File: config.mk
export PLATFORM = sky130hd
export DESIGN_NAME = pwm_burst_array
export DESIGN_NICKNAME = d
export VERILOG_FILES = /design/src/rtl/pwm_burst_array.sv
export SDC_FILE = /design/constraint.sdc
export NUM_CORES = 2
export LEC_CHECK = 0
export CORE_MARGIN = 2
export CORE_UTILIZATION = 41
export DETAILED_ROUTE_END_ITERATION = 8
export PLACE_DENSITY = 0.61
export SLEW_MARGIN = 10
export SYNTH_ARGS = -nofsm -noshare
export SYNTH_HDL_FRONTEND = slang
export SYNTH_SLANG_ARGS = --single-unit
File: constraint.sdc
create_clock -name sys_clk -period 5.4 [get_ports sys_clk]
set_input_delay 0.54 -clock sys_clk [delete_from_list [all_inputs] [get_ports sys_clk]]
set_output_delay 0.54 -clock sys_clk [all_outputs]
set_load 0.005 [all_outputs]
File: src/rtl/pwm_burst_array.sv
// N-channel PWM burst generator with per-channel shadow/active configuration banks
// and group start/stop through a channel mask.
module pwm_burst_array #(
  parameter int NUM_CH = 6,
  parameter int CNT_W  = 16,
  parameter int CH_AW  = 5
) (
  input  logic              sys_clk,
  input  logic              sys_rst,
  input  logic              cfg_wr,
  input  logic [CH_AW-1:0]  cfg_ch,
  input  logic [1:0]        cfg_addr,
  input  logic [CNT_W-1:0]  cfg_wdata,
  input  logic [NUM_CH-1:0] trig_mask,
  input  logic              trig_start,
  input  logic              trig_stop,
  output logic [NUM_CH-1:0] pwm_out,
  output logic [NUM_CH-1:0] pwm_busy,
  output logic [NUM_CH-1:0] pwm_done,
  output logic [NUM_CH-1:0] cfg_err
);

  typedef enum logic [1:0] {
    ST_IDLE  = 2'd0,
    ST_DELAY = 2'd1,
    ST_RUN   = 2'd2
  } state_e;

  localparam logic [1:0] FLD_PERIOD = 2'd0;
  localparam logic [1:0] FLD_HIGH   = 2'd1;
  localparam logic [1:0] FLD_NPULSE = 2'd2;
  localparam logic [1:0] FLD_DELAY  = 2'd3;

  genvar gi;
  generate
    for (gi = 0; gi < NUM_CH; gi++) begin : g_ch
      logic [CNT_W-1:0] sh_period_q, sh_high_q, sh_npulse_q, sh_delay_q;
      logic [CNT_W-1:0] period_q, period_d, high_q, high_d;
      logic [CNT_W-1:0] npulse_q, npulse_d, delay_q, delay_d;
      logic [CNT_W-1:0] cnt_q, cnt_d, dcnt_q, dcnt_d, pcnt_q, pcnt_d;
      logic [CNT_W:0]   cnt_inc_s;
      state_e           state_q, state_d;
      logic             out_q, out_d, busy_q, busy_d;
      logic             done_q, done_d, err_q, err_d;
      logic             wr_sel_s, start_s, stop_s, wrap_s;

      assign wr_sel_s  = cfg_wr && (cfg_ch == CH_AW'(gi));
      assign start_s   = trig_start && trig_mask[gi];
      assign stop_s    = trig_stop && trig_mask[gi];
      // Wrap on cnt+1 >= PERIOD so a degenerate PERIOD can never let cnt run away.
      assign cnt_inc_s = {1'b0, cnt_q} + {{CNT_W{1'b0}}, 1'b1};
      assign wrap_s    = (cnt_inc_s >= {1'b0, period_q});

      // Shadow bank: written only by the configuration port.
      always_ff @(posedge sys_clk) begin
        if (sys_rst) begin
          sh_period_q <= '0;
          sh_high_q   <= '0;
          sh_npulse_q <= '0;
          sh_delay_q  <= '0;
        end else if (wr_sel_s) begin
          case (cfg_addr)
            FLD_PERIOD: sh_period_q <= cfg_wdata;
            FLD_HIGH:   sh_high_q   <= cfg_wdata;
            FLD_NPULSE: sh_npulse_q <= cfg_wdata;
            FLD_DELAY:  sh_delay_q  <= cfg_wdata;
            default:    sh_period_q <= sh_period_q;
          endcase
        end else begin
          sh_period_q <= sh_period_q;
        end
      end

      // Channel FSM next state, active-bank updates and output decode.
      always_comb begin
        state_d  = state_q;
        period_d = period_q;
        high_d   = high_q;
        npulse_d = npulse_q;
        delay_d  = delay_q;
        cnt_d    = cnt_q;
        dcnt_d   = dcnt_q;
        pcnt_d   = pcnt_q;
        done_d   = 1'b0;
        err_d    = 1'b0;
        case (state_q)
          ST_IDLE: begin
            period_d = sh_period_q;
            high_d   = sh_high_q;
            npulse_d = sh_npulse_q;
            delay_d  = sh_delay_q;
            cnt_d    = '0;
            dcnt_d   = '0;
            pcnt_d   = '0;
            if (start_s && !stop_s) begin
              if (sh_period_q < CNT_W'(2)) begin
                err_d = 1'b1;
              end else if (sh_delay_q != '0) begin
                state_d = ST_DELAY;
              end else begin
                state_d = ST_RUN;
              end
            end else begin
              state_d = ST_IDLE;
            end
          end
          ST_DELAY: begin
            if (stop_s) begin
              state_d = ST_IDLE;
            end else if (dcnt_q == delay_q - CNT_W'(1)) begin
              state_d = ST_RUN;
              cnt_d   = '0;
            end else begin
              dcnt_d = dcnt_q + CNT_W'(1);
            end
          end
          ST_RUN: begin
            if (stop_s) begin
              state_d = ST_IDLE;
            end else if (wrap_s) begin
              // Period boundary: PERIOD/HIGH follow the shadow bank from here on.
              cnt_d    = '0;
              period_d = sh_period_q;
              high_d   = sh_high_q;
              if ((npulse_q != '0) && (pcnt_q == npulse_q - CNT_W'(1))) begin
                state_d = ST_IDLE;
                done_d  = 1'b1;
              end else begin
                pcnt_d = pcnt_q + CNT_W'(1);
              end
            end else begin
              cnt_d = cnt_q + CNT_W'(1);
            end
          end
          default: begin
            state_d = ST_IDLE;
          end
        endcase
        busy_d = (state_d != ST_IDLE);
        out_d  = (state_d == ST_RUN) && (cnt_d < high_d);
      end

      // Channel state, active bank, counters and registered outputs.
      always_ff @(posedge sys_clk) begin
        if (sys_rst) begin
          state_q  <= ST_IDLE;
          period_q <= '0;
          high_q   <= '0;
          npulse_q <= '0;
          delay_q  <= '0;
          cnt_q    <= '0;
          dcnt_q   <= '0;
          pcnt_q   <= '0;
          out_q    <= 1'b0;
          busy_q   <= 1'b0;
          done_q   <= 1'b0;
          err_q    <= 1'b0;
        end else begin
          state_q  <= state_d;
          period_q <= period_d;
          high_q   <= high_d;
          npulse_q <= npulse_d;
          delay_q  <= delay_d;
          cnt_q    <= cnt_d;
          dcnt_q   <= dcnt_d;
          pcnt_q   <= pcnt_d;
          out_q    <= out_d;
          busy_q   <= busy_d;
          done_q   <= done_d;
          err_q    <= err_d;
        end
      end

      assign pwm_out[gi]  = out_q;
      assign pwm_busy[gi] = busy_q;
      assign pwm_done[gi] = done_q;
      assign cfg_err[gi]  = err_q;
    end
  endgenerate

endmodule

==> PnR_summary.wiki <==
{| class="wikitable"
! Metric !! Value
|-
| Result of the run || completed
|-
| Number of nets with antenna violations after detailed routing || 0
|-
| Fill cell count || 13,300
|-
| Number of DRC markers after the initial detailed-route iteration || 4,035
|-
| Post-synth design cell area || 55,700 um2
|-
| Cell leakage power || 23.5 nW
|-
| Flop and latch count out of synthesis || 1,092
|-
| Power density of the placed cells || 277 nW/um2
|-
| Sum of net half-perimeters after detailed placement || 109,000 um
|-
| Placer Congestion || 0.906
|-
| Count of endpoints failing setup in the final report || 0
|-
| Critical path data required time || 6.07 ns
|-
| Type of the worst min-delay path || input pin to flip-flop
|-
| Die Width || 373 um
|-
| Total global routing overflow || 0
|-
| Io pins || 58
|-
| Worst skew pair latency || 0.75 ns
|-
| Relative max-transition margin || 13.5%
|-
| Number of distinct library cells after synthesis || 104
|-
| Setup ws final || 0.342 ns
|-
| Final-stage net count || 7,269
|-
| Fraction of synthesis flops using an asynchronous set or reset pin || 0%
|-
| Arrival time worst endpoint || 5.73 ns
|-
| Synth Area in Simple Gates || 26.2%
|-
| Largest net degree at the start of global routing || 180
|-
| Clock Skews || 0.0338 ns
|-
| Maximum clock insertion buffer count || 3
|-
| Total DRC errors in the routed layout || 0
|-
| Number of global-route vias before repair || 46,300
|-
| Combinational family with the most area after synthesis || simple AND/OR/NAND/NOR gates
|-
| Critical Path End Type || flip-flop
|-
| Critical-path cell with the highest stage delay || sky130_fd_sc_hd__or4b_4
|-
| Global-route wire length before repair || 257,000 um
|-
| Post-synthesis cell count || 7,149
|-
| Mux cell area share after synthesis || 3.46%
|-
| H-tree lvl count || 3
|-
| Post-synthesis sequential area ratio || 39.2%
|-
| Die outline area || 139,000 um2
|-
| RSZ-0062 raised after global routing || true
|-
| First-pass iteration count of the detailed router || 5
|-
| Overall power of the completed layout || 0.0172 W
|-
| Total buffers and inverters traversed by the critical path || 1
|-
| Max-slew violations || 0
|-
| Post-synthesis to final-layout area growth || 11.5%
|-
| Die Ht || 373 um
|-
| Met1 wire length || 74,100 um
|-
| Final Cycle Share || 93.7%
|-
| Top FF cell, synth || sky130_fd_sc_hd__dfxtp_1
|-
| Detailed-routed wire length on met3 || 9190 um
|-
| Crit-path cells || inv_1 > ha_1 > or4b_4 > or2_0 > a211o_1 > a311o_1 > a211oi_2 > nand4_2 > o31a_1 > o2bb2ai_1 > ha_1 > a21o_1 > a21o_1 > a21o_1 > a21o_1 > a21o_1 > a21oi_1 > o21ai_0 > a31oi_1 > a21boi_1
|-
| Via density per instance || 5.59
|-
| Starting Density || 41.3%
|-
| Max-cap violation count || 0
|-
| Highest metal used || met5
|-
| Sinks on the clock net || 1,092
|-
| CTS buffer count || 118
|-
| Final hold violation count || 0
|-
| Routed WL per cell || 18.3 um
|-
| Sum of negative setup slack || 0 ns
|-
| Worst Tran Pin Value || 1.29 ns
|-
| TritonCTS clock tree || built
|-
| Footprint of the multi-input gates || 31,800 um2
|-
| Cell class contributing the biggest share of worst-path delay || compound AO/OA/AOI/OAI gates
|-
| Top achievable clock speed || 0.198 GHz
|-
| EDFF count, synth || 0
|-
| Hold buffers post-CTS || 0
|-
| Final period demand of the worst path || 5.06 ns
|-
| Clock-pin transition on the worst setup and hold timing paths || 0.06 ns
|-
| Core box area || 135,000 um2
|-
| Critical path type || flip-flop to flip-flop
|-
| Via count || 49,700
|-
| Hold slack || 0.170 ns
|-
| Worst vdd rail ir drop || 0.278 mV
|-
| PortBufs || 57
|-
| Share of the synthesized area in compound gates (AO/OA/AOI/OAI) || 16.5%
|-
| Largest stage delay, worst path || 0.53 ns
|-
| Crit-path most repeated cell || sky130_fd_sc_hd__a21o_1
|-
| Post-synth net total || 7,399
|-
| Post-Synth XOR/XNOR Area || 5.52%
|-
| End-of-flow core utilization || 46.0%
|-
| CTS root buf || sky130_fd_sc_hd__clkbuf_16
|-
| WL final || 163,000 um
|-
| Avg Cell Area, Syn || 7.80 um2
|-
| Yosys warns || 0
|-
| Commonest non-fill, non-tap cells in the layout || 1,550 x sky130_fd_sc_hd__nand2_1, 1,088 x sky130_fd_sc_hd__dfxtp_1, 843 x sky130_fd_sc_hd__a21oi_1
|-
| Startpoint type of the worst setup path || flip-flop
|-
| Met2 WL post-DR || 74,200 um
|-
| Place WS || 0.0741 ns
|-
| Area used by sequential logic in the layout || 21,900 um2
|-
| Ratio of cells with drive above 1 in the final layout || 6.97%
|-
| Post-synthesis share of cell area spent on full adders, half adders and majority gates || 4.85%
|-
| Most common library cell in the layout ignoring fill and taps || sky130_fd_sc_hd__nand2_1
|-
| Crit Path Max Fanout || 9
|-
| Overall routing resource usage || 22.6%
|-
| Initial antenna violation count || 8
|-
| Rows || 135
|}
==> path summary, 6_finish.rpt <==
check                     startpoint                    end  slack, ns  cells past startpoint
max               g_ch[1].delay_q[0]          g_ch[1].out_q       0.34                     20
min                          sys_rst  g_ch[2].sh_delay_q[1]       0.17                      2
max reg2reg       g_ch[1].delay_q[0]          g_ch[1].out_q       0.34                     20
min reg2reg  g_ch[0].sh_npulse_q[12]   g_ch[0].npulse_q[12]       0.45                      2
==> logic make-up after synthesis <==
group / after synthesis
adder cells (fa/ha/maj): 216
AO/OA/AOI/OAI: 1519
buffers and inverters: 613
multiplexers: 192
AND/OR/NAND/NOR: 3167
XOR/XNOR: 350
flip-flops: 1092
==> repair_timing <==
action	CTS	global route
endpoints found under the hold margin	0	0
setup buffers	0	9
resized for setup	0	49
setup endpoints to repair	0	6
==> routing by layer <==
layer,up-vias,GRT usage (%)
li1,24600,-
met1,23600,30.4
met2,1246,36.8
met3,279,3.60
met4,4,7.75
met5,-,0
==> per-stage QoR <==
stage | instances | cell area (um2)
floorplan | 7149 | 55700
global placement | 8671 | 57700
detailed placement | 8671 | 57700
CTS | 8888 | 61900
global route | 8897 | 62200
finish | 8898 | 62200
==> final cells by class <==
cell class | instances | area share [%]
flip-flops and latches | 1092 | 35.2
diodes | 1 | 0.00403
multi-input cells | 5444 | 51.1
clock buffers | 155 | 5.33
clock inverters | 62 | 1.33
well taps | 1781 | 3.58
inverters | 185 | 1.12
repair buffers | 178 | 2.36
==> synthesized netlist by cell type (35+ instances only) <==
master / count / area [um2]
sky130_fd_sc_hd__a21o_1: 61 / 458
sky130_fd_sc_hd__a21oi_1: 849 / 4250
sky130_fd_sc_hd__a31oi_1: 48 / 300
sky130_fd_sc_hd__and2_1: 93 / 582
sky130_fd_sc_hd__and3_1: 66 / 413
sky130_fd_sc_hd__clkbuf_1: 373 / 1400
sky130_fd_sc_hd__dfxtp_1: 1092 / 21900
sky130_fd_sc_hd__ha_1: 216 / 2700
sky130_fd_sc_hd__inv_1: 182 / 683
sky130_fd_sc_hd__mux2i_1: 185 / 1850
sky130_fd_sc_hd__nand2_1: 1552 / 5830
sky130_fd_sc_hd__nand3_1: 160 / 801
sky130_fd_sc_hd__nand4_1: 126 / 788
sky130_fd_sc_hd__nor2_1: 543 / 2040
sky130_fd_sc_hd__nor2b_1: 48 / 300
sky130_fd_sc_hd__nor3_1: 140 / 701
sky130_fd_sc_hd__nor4_1: 111 / 694
sky130_fd_sc_hd__o211ai_1: 42 / 315
sky130_fd_sc_hd__o21a_1: 35 / 263
sky130_fd_sc_hd__o21ai_0: 166 / 831
sky130_fd_sc_hd__o31ai_1: 39 / 293
sky130_fd_sc_hd__or3_1: 100 / 626
sky130_fd_sc_hd__or4_1: 47 / 353
sky130_fd_sc_hd__xnor2_1: 198 / 1730
sky130_fd_sc_hd__xor2_1: 151 / 1320
==> power breakdown <==
part	internal, W	switching, W
registers	0.00807	0.00000990
logic	0.0000876	0.000383
clock network	0.00513	0.00353
==> sequential cells by signal, summed over array words and instances (netlist names), 12 cells and up <==
register / flops
g_ch.state_q: 12
g_ch.pcnt_q: 96
g_ch.npulse_q: 96
g_ch.dcnt_q: 96
g_ch.high_q: 96
g_ch.sh_period_q: 96
g_ch.cnt_q: 96
g_ch.sh_npulse_q: 96
g_ch.period_q: 96
g_ch.sh_delay_q: 96
g_ch.delay_q: 96
g_ch.sh_high_q: 96
Note: power is estimated with default switching activity, not from simulation.
